**src/rtl/cv32e40p_retire_trace_buffer_if.sv**
```systemverilog
`default_nettype none
// +----------------------------------------------------------------------------+
// | Module   : cv32e40p_retire_trace_buffer_if                                 |
// | Brief    : Drain-side valid/ready port of the retirement trace buffer.     |
// | Revision : 1.0  initial release                                            |
// +----------------------------------------------------------------------------+
interface cv32e40p_retire_trace_buffer_if #(
  parameter int DATA_W = 32
);
  logic              out_valid;
  logic              out_ready;
  logic [DATA_W-1:0] out_pc;
  logic [DATA_W-1:0] out_instr;
  logic [DATA_W-1:0] out_wdata;

  modport master (
    output out_valid, out_pc, out_instr, out_wdata,
    input  out_ready
  );

  modport slave (
    input  out_valid, out_pc, out_instr, out_wdata,
    output out_ready
  );
endinterface
`default_nettype wire

```
**src/rtl/cv32e40p_retire_trace_buffer.sv**
```systemverilog
`default_nettype none
// +----------------------------------------------------------------------------+
// | Module   : cv32e40p_retire_trace_buffer                                    |
// | Brief    : Circular retirement trace buffer, stop or overwrite-oldest mode. |
// | Revision : 1.0  initial release                                            |
// +----------------------------------------------------------------------------+
module cv32e40p_retire_trace_buffer #(
  parameter int DEPTH     = 16,
  parameter int NUM_CH    = 2,
  parameter int OVERWRITE = 0,
  parameter int DATA_W    = 32
) (
  input  wire                         clk_i,
  input  wire                         rst_i,
  input  wire                         enable_i,
  input  wire                         clear_i,
  input  wire  [NUM_CH-1:0]           ch_valid_i,
  input  wire  [NUM_CH*DATA_W-1:0]    ch_pc_i,
  input  wire  [NUM_CH*DATA_W-1:0]    ch_instr_i,
  input  wire  [NUM_CH*DATA_W-1:0]    ch_wdata_i,
  cv32e40p_retire_trace_buffer_if.master out_if,
  output logic [$clog2(DEPTH):0]      count_o,
  output logic                        overflow_o,
  output logic [15:0]                 drop_cnt_o
);

  localparam int c_PW = $clog2(DEPTH);
  localparam int c_CW = c_PW + 1;
  localparam int c_EW = 3 * DATA_W;
  localparam logic [c_CW-1:0] c_DEPTH = c_CW'(DEPTH);

  logic [c_EW-1:0] mem_q [DEPTH];
  logic [c_EW-1:0] mem_d [DEPTH];
  logic [c_PW-1:0] rd_ptr_q, rd_ptr_d;
  logic [c_PW-1:0] wr_ptr_q, wr_ptr_d;
  logic [c_CW-1:0] count_q, count_d;
  logic            overflow_q, overflow_d;
  logic [15:0]     drop_cnt_q, drop_cnt_d;

  logic              pop;
  logic [NUM_CH-1:0] push_vld;
  logic [c_CW-1:0]   free;
  logic [c_CW-1:0]   n_acc;
  logic [c_CW-1:0]   n_drop;
  logic [c_CW-1:0]   level;
  logic [c_CW-1:0]   excess;
  logic [16:0]       drop_sum;

  always_comb begin
    pop      = (count_q != '0) && out_if.out_ready;
    push_vld = ch_valid_i & {NUM_CH{enable_i}};
    free     = c_DEPTH - count_q + c_CW'(pop);
    n_acc    = '0;
    n_drop   = '0;
    mem_d    = mem_q;
    // Accepted events are packed into consecutive slots in channel order.
    for (int ch = 0; ch < NUM_CH; ch++) begin
      if (push_vld[ch]) begin
        if ((OVERWRITE != 0) || (n_acc < free)) begin
          mem_d[wr_ptr_q + c_PW'(n_acc)] = {ch_pc_i[ch*DATA_W +: DATA_W],
                                            ch_instr_i[ch*DATA_W +: DATA_W],
                                            ch_wdata_i[ch*DATA_W +: DATA_W]};
          n_acc = n_acc + c_CW'(1);
        end else begin
          n_drop = n_drop + c_CW'(1);
        end
      end
    end
    // DEPTH + NUM_CH always fits in c_CW bits since DEPTH >= 4.
    level  = count_q - c_CW'(pop) + n_acc;
    excess = '0;
    if ((OVERWRITE != 0) && (level > c_DEPTH)) begin
      excess = level - c_DEPTH;
    end
    n_drop     = n_drop + excess;
    count_d    = level - excess;
    rd_ptr_d   = rd_ptr_q + c_PW'(pop) + c_PW'(excess);
    wr_ptr_d   = wr_ptr_q + c_PW'(n_acc);
    drop_sum   = {1'b0, drop_cnt_q} + 17'(n_drop);
    drop_cnt_d = drop_sum[16] ? 16'hFFFF : drop_sum[15:0];
    overflow_d = overflow_q | (n_drop != '0);
  end

  always_ff @(posedge clk_i) begin
    if (rst_i || clear_i) begin
      rd_ptr_q   <= '0;
      wr_ptr_q   <= '0;
      count_q    <= '0;
      overflow_q <= 1'b0;
      drop_cnt_q <= '0;
    end else begin
      rd_ptr_q   <= rd_ptr_d;
      wr_ptr_q   <= wr_ptr_d;
      count_q    <= count_d;
      overflow_q <= overflow_d;
      drop_cnt_q <= drop_cnt_d;
    end
    mem_q <= mem_d;
  end

  assign out_if.out_valid = (count_q != '0);
  assign {out_if.out_pc, out_if.out_instr, out_if.out_wdata} = mem_q[rd_ptr_q];
  assign count_o    = count_q;
  assign overflow_o = overflow_q;
  assign drop_cnt_o = drop_cnt_q;

endmodule
`default_nettype wire

```
**src/flat_wrapper.sv**
```systemverilog
// flat-port wrapper written by rule: the top's interface ports become plain ports
module cv32e40p_retire_trace_buffer_flat 
#(
  parameter int DEPTH     = 16,
  parameter int NUM_CH    = 2,
  parameter int OVERWRITE = 0,
  parameter int DATA_W    = 32
)
  (clk_i, rst_i, enable_i, clear_i, ch_valid_i, ch_pc_i, ch_instr_i, ch_wdata_i, count_o, overflow_o, drop_cnt_o, out_if_out_valid, out_if_out_pc, out_if_out_instr, out_if_out_wdata, out_if_out_ready);
  cv32e40p_retire_trace_buffer_if #(.DATA_W(DATA_W)) out_if_i ();
  input  wire clk_i;
  input  wire rst_i;
  input  wire enable_i;
  input  wire clear_i;
  input  wire  [NUM_CH-1:0] ch_valid_i;
  input  wire  [NUM_CH*DATA_W-1:0] ch_pc_i;
  input  wire  [NUM_CH*DATA_W-1:0] ch_instr_i;
  input  wire  [NUM_CH*DATA_W-1:0] ch_wdata_i;
  output logic [$clog2(DEPTH):0] count_o;
  output logic overflow_o;
  output logic [15:0] drop_cnt_o;
  output wire logic [$bits(out_if_i.out_valid)-1:0] out_if_out_valid;
  output wire logic [$bits(out_if_i.out_pc)-1:0] out_if_out_pc;
  output wire logic [$bits(out_if_i.out_instr)-1:0] out_if_out_instr;
  output wire logic [$bits(out_if_i.out_wdata)-1:0] out_if_out_wdata;
  input wire logic [$bits(out_if_i.out_ready)-1:0] out_if_out_ready;
  assign out_if_out_valid = out_if_i.out_valid;
  assign out_if_out_pc = out_if_i.out_pc;
  assign out_if_out_instr = out_if_i.out_instr;
  assign out_if_out_wdata = out_if_i.out_wdata;
  assign out_if_i.out_ready = out_if_out_ready;
  cv32e40p_retire_trace_buffer #(.DEPTH(DEPTH), .NUM_CH(NUM_CH), .OVERWRITE(OVERWRITE), .DATA_W(DATA_W)) u_core (.clk_i(clk_i), .rst_i(rst_i), .enable_i(enable_i), .clear_i(clear_i), .ch_valid_i(ch_valid_i), .ch_pc_i(ch_pc_i), .ch_instr_i(ch_instr_i), .ch_wdata_i(ch_wdata_i), .out_if(out_if_i), .count_o(count_o), .overflow_o(overflow_o), .drop_cnt_o(drop_cnt_o));
endmodule
```
**config.mk**
```make
export PLATFORM = sky130hd
export DESIGN_NAME = cv32e40p_retire_trace_buffer_flat
export DESIGN_NICKNAME = d
export VERILOG_FILES = /design/src/rtl/cv32e40p_retire_trace_buffer_if.sv /design/src/rtl/cv32e40p_retire_trace_buffer.sv /design/src/flat_wrapper.sv
export SDC_FILE = /design/constraint.sdc
export NUM_CORES = 2
export LEC_CHECK = 0
export CAP_MARGIN = 10
export CORE_ASPECT_RATIO = 0.8
export CORE_MARGIN = 2
export CORE_UTILIZATION = 55
export CTS_CLUSTER_SIZE = 20
export DETAILED_ROUTE_END_ITERATION = 10
export PLACE_DENSITY_LB_ADDON = 0.1
export SYNTH_ARGS = -nofsm -noshare
export SYNTH_HDL_FRONTEND = slang
export SYNTH_SLANG_ARGS = --single-unit
```
**constraint.sdc**
```tcl
create_clock -name clk_i -period 10.65 [get_ports clk_i]
set_input_delay 2.13 -clock clk_i [delete_from_list [all_inputs] [get_ports clk_i]]
set_output_delay 2.13 -clock clk_i [all_outputs]
set_load 0.01 [all_outputs]
```
==> impl_results.md <==
- Outcome: finished clean
- Clock root buffer: clkbuf_16
- Starting DRT DRC Count: 9111
- Unrepaired setup endpoints after global routing: no
- Worst Hold Class: flip-flop to flip-flop
- Footprint of the multi-input gates: 41800 um2
- DRT Pass-1 Iters: 5
- Final wirelength: 291 mm
- Initial Util: 0.553
- Relative slew slack: 0.188
- Top-count cell post-synth: dfxtp_1
- Post-synth cell types: 52
- Post-synthesis cell count: 6615
- IO Count: 318
- Setup CP Type: input pin to flip-flop
- H-tree levels: 4
- Worst VDD drop: 0.189 mV
- Tightest Pin Transition: 1220 ps
- CP Data Arrival Time: 8170 ps
- Pre-CTS setup slack: 2510 ps
- Vias in the first global route: 62000
- Required time of the critical path: 11380 ps
- CTS Sinks: 1566
- Startpoint class of the critical path: input pin
- Routed vias/inst: 7.67
- Largest net degree at the start of global routing: 204
- Die area: 144000 um2
- CP max-delay cell: buf_4
- Syn Nets: 6835
- Clk_skew: 23.6 ps
- Post-synthesis sequential area ratio: 0.405
- Min Tclk post-route: 7440 ps
- Power Dens Cells: 200 nW/um2
- Global placement routability congestion: 0.819
- Total GRT Usage: 0.389
- Final nets: 6443
- Die X: 424 um
- CTS Buf Count: 161
- Global-route wire length before repair: 425 mm
- Clock power frac: 0.341
- Vias: 63200
- Final period util: 0.698
- Final Hold Violating Endpoints: 0
- Syn Area/Cell: 11.7 um2
- Post-Synthesis Cell Area: 77500 um2
- Core area: 140000 um2
- Clock tree buffer depth: 3
- Routed Antenna Nets: 0
- FMAX: 0.134 GHz
- Synthesis-stage register bit count: 1566
- Number of port buffers: 317
- Setup Viol. Count Final: 0
- GR Overflow Total: 0
- Fill cells: 11200
- Setup_tns: 0 ps
- Pleak: 38.6 nW
- Synth cell count leaders: 1566 x dfxtp_1, 1440 x mux2i_1, 1152 x a32oi_1
- Worst Setup End Kind: flip-flop
- Async S/R FF share, synth: 0
- Switching Share: 0.298
- Reg clk slew, reported paths: 60 ps
- Hold_buf cts: 0
- Synth top area share: 0.405
- Post-CTS Repair Setup Buffers: 0
- Post-route setup slack: 3210 ps
- Post-DP HPWL: 139 mm
- DIE HEIGHT: 340 um
- Sequential power share: 0.414
- Post-route DRC: 0
- Yosys Warn Count: 0
- Primary FF master, synth: dfxtp_1
- Initial antenna violation count: 24
- Combinational fraction of design power: 0.245
- Crit-path leading delay family: buffers and inverters
- FF/Latch Area: 31400 um2
- Switch Pwr: 5.11 mW
- Crit-path max cell delay: 880 ps
- CP most frequent cell: buf_4
- Area contributors post-synth: dfxtp_1 40%, mux2i_1 19%, mux4_2 14%
- TritonCTS clock tree: done
- Per-cell routed wire length: 35.3 um
- DP Cell Count: 7935
- Layout Cells excl Fill: 8238
- Num rows: 123
- Peak fanout along the critical path: 35
- WP buf/inv: 4
- Internal power: 12.0 mW
- EDFF count, synth: 0
- Final slew viol count: 0
- Layout cells sized above 1: 0.136
- Synth area leader: dfxtp_1
- Latest clock arrival within the worst-skew pair: 830 ps
- Resized Gates After CTS: 0
- Number of max-cap violations: 0
- CP Cell Sequence: clkdlybuf4s50_1 > nand2_1 > ha_1 > o31a_1 > o21ai_4 > nor2_1 > nor2_1 > ha_1 > nand3_1 > xnor2_1 > nand4_1 > buf_4 > buf_4 > buf_4 > mux2i_1
- Syn-to-layout area delta: 10.5%
[cell type report]
cell class | instances | area share
multi-input combinational | 3962 | 0.488
sequential | 1566 | 0.366
clock buffer | 248 | 0.0562
timing repair buffer | 417 | 0.0509
tap | 1875 | 0.0274
clock inverter | 36 | 0.00579
inverter | 115 | 0.00504
antenna | 19 | 0.000555
[metrics by stage]
stage | power (mW) | hold slack [ps] | util | area, um2
2_1_floorplan | 9.69 | 494 | - | 77500
3_3_place_gp | 11.2 | 483 | 0.572 | 80300
3_5_place_dp | 11.3 | 503 | 0.572 | 80300
4_1_cts | 17.1 | 517 | 0.610 | 85600
5_1_grt | 17.7 | 530 | 0.611 | 85600
6_report | 17.1 | 513 | 0.611 | 85600
[logic make-up (layout without fill, tap and decap cells)]
| logic type | Yosys count | in the layout | share of synthesized area |
|---|---|---|---|
| AO/OA/AOI/OAI | 1691 | 1691 | 0.185 |
| XOR/XNOR | 21 | 21 | 0.00237 |
| adder cells (fa/ha/maj) | 21 | 21 | 0.00368 |
| AND/OR/NAND/NOR | 309 | 309 | 0.0174 |
| other | 0 | 19 | 0 |
| flip-flops | 1566 | 1566 | 0.405 |
| buffers and inverters | 1087 | 816 | 0.0614 |
| multiplexers | 1920 | 1920 | 0.326 |
[sequential cells by signal, indices dropped and copies added (netlist names)]
name               count
u_core.wr_ptr_q        4
u_core.rd_ptr_q        4
u_core.count_o         5
u_core.drop_cnt_o     16
u_core.overflow_o      1
u_core.mem_q        1536
[routing by layer]
layer | vias up | part of all wire | global-route usage
li1 | 25800 | - | -
met1 | 32400 | 0.41 | 0.546
met2 | 4364 | 0.44 | 0.584
met3 | 727 | 0.11 | 0.0793
met4 | 6 | 0.041 | 0.167
met5 | - | 0.00013 | 0
[power by group through the flow]
stage / Sequential [mW] / Clock [mW] / Combinational [mW]
floorplan: 7.04 / 0 / 2.65
global placement: 7.15 / 0 / 4.03
detailed placement: 7.18 / 0 / 4.13
CTS: 7.06 / 5.85 / 4.14
global route: 7.15 / 6.10 / 4.41
finish: 7.09 / 5.84 / 4.20
[path summary, 6_finish.rpt]
kind                     startpoint                 to  slack, ps  cells after the start
setup / recovery   out_if_out_ready  u_core.mem_q[672]       3210                     15
hold / removal    u_core.overflow_o  u_core.overflow_o        510                      1
setup reg to reg  u_core.count_o[2]  u_core.mem_q[672]       3770                     21
hold reg to reg   u_core.overflow_o  u_core.overflow_o        510                      1
[cells in the final DEF, fill, tap and decap left out, types with 15 or more instances in the layout]
cell                n
dfxtp_1          1562
clkdlybuf4s50_1   317
mux4_2            480
buf_4              65
inv_1             115
clkbuf_16         168
clkinv_2           17
clkbuf_8           31
a32oi_1          1152
diode_2            19
mux2i_1          1440
a2bb2oi_1         384
ha_1               18
a21oi_1           115
nand2_1           105
nor2_1            128
clkbuf_1           49
buf_12             35
o21ai_4            15
No activity file was read; power rests on OpenSTA's default activity.
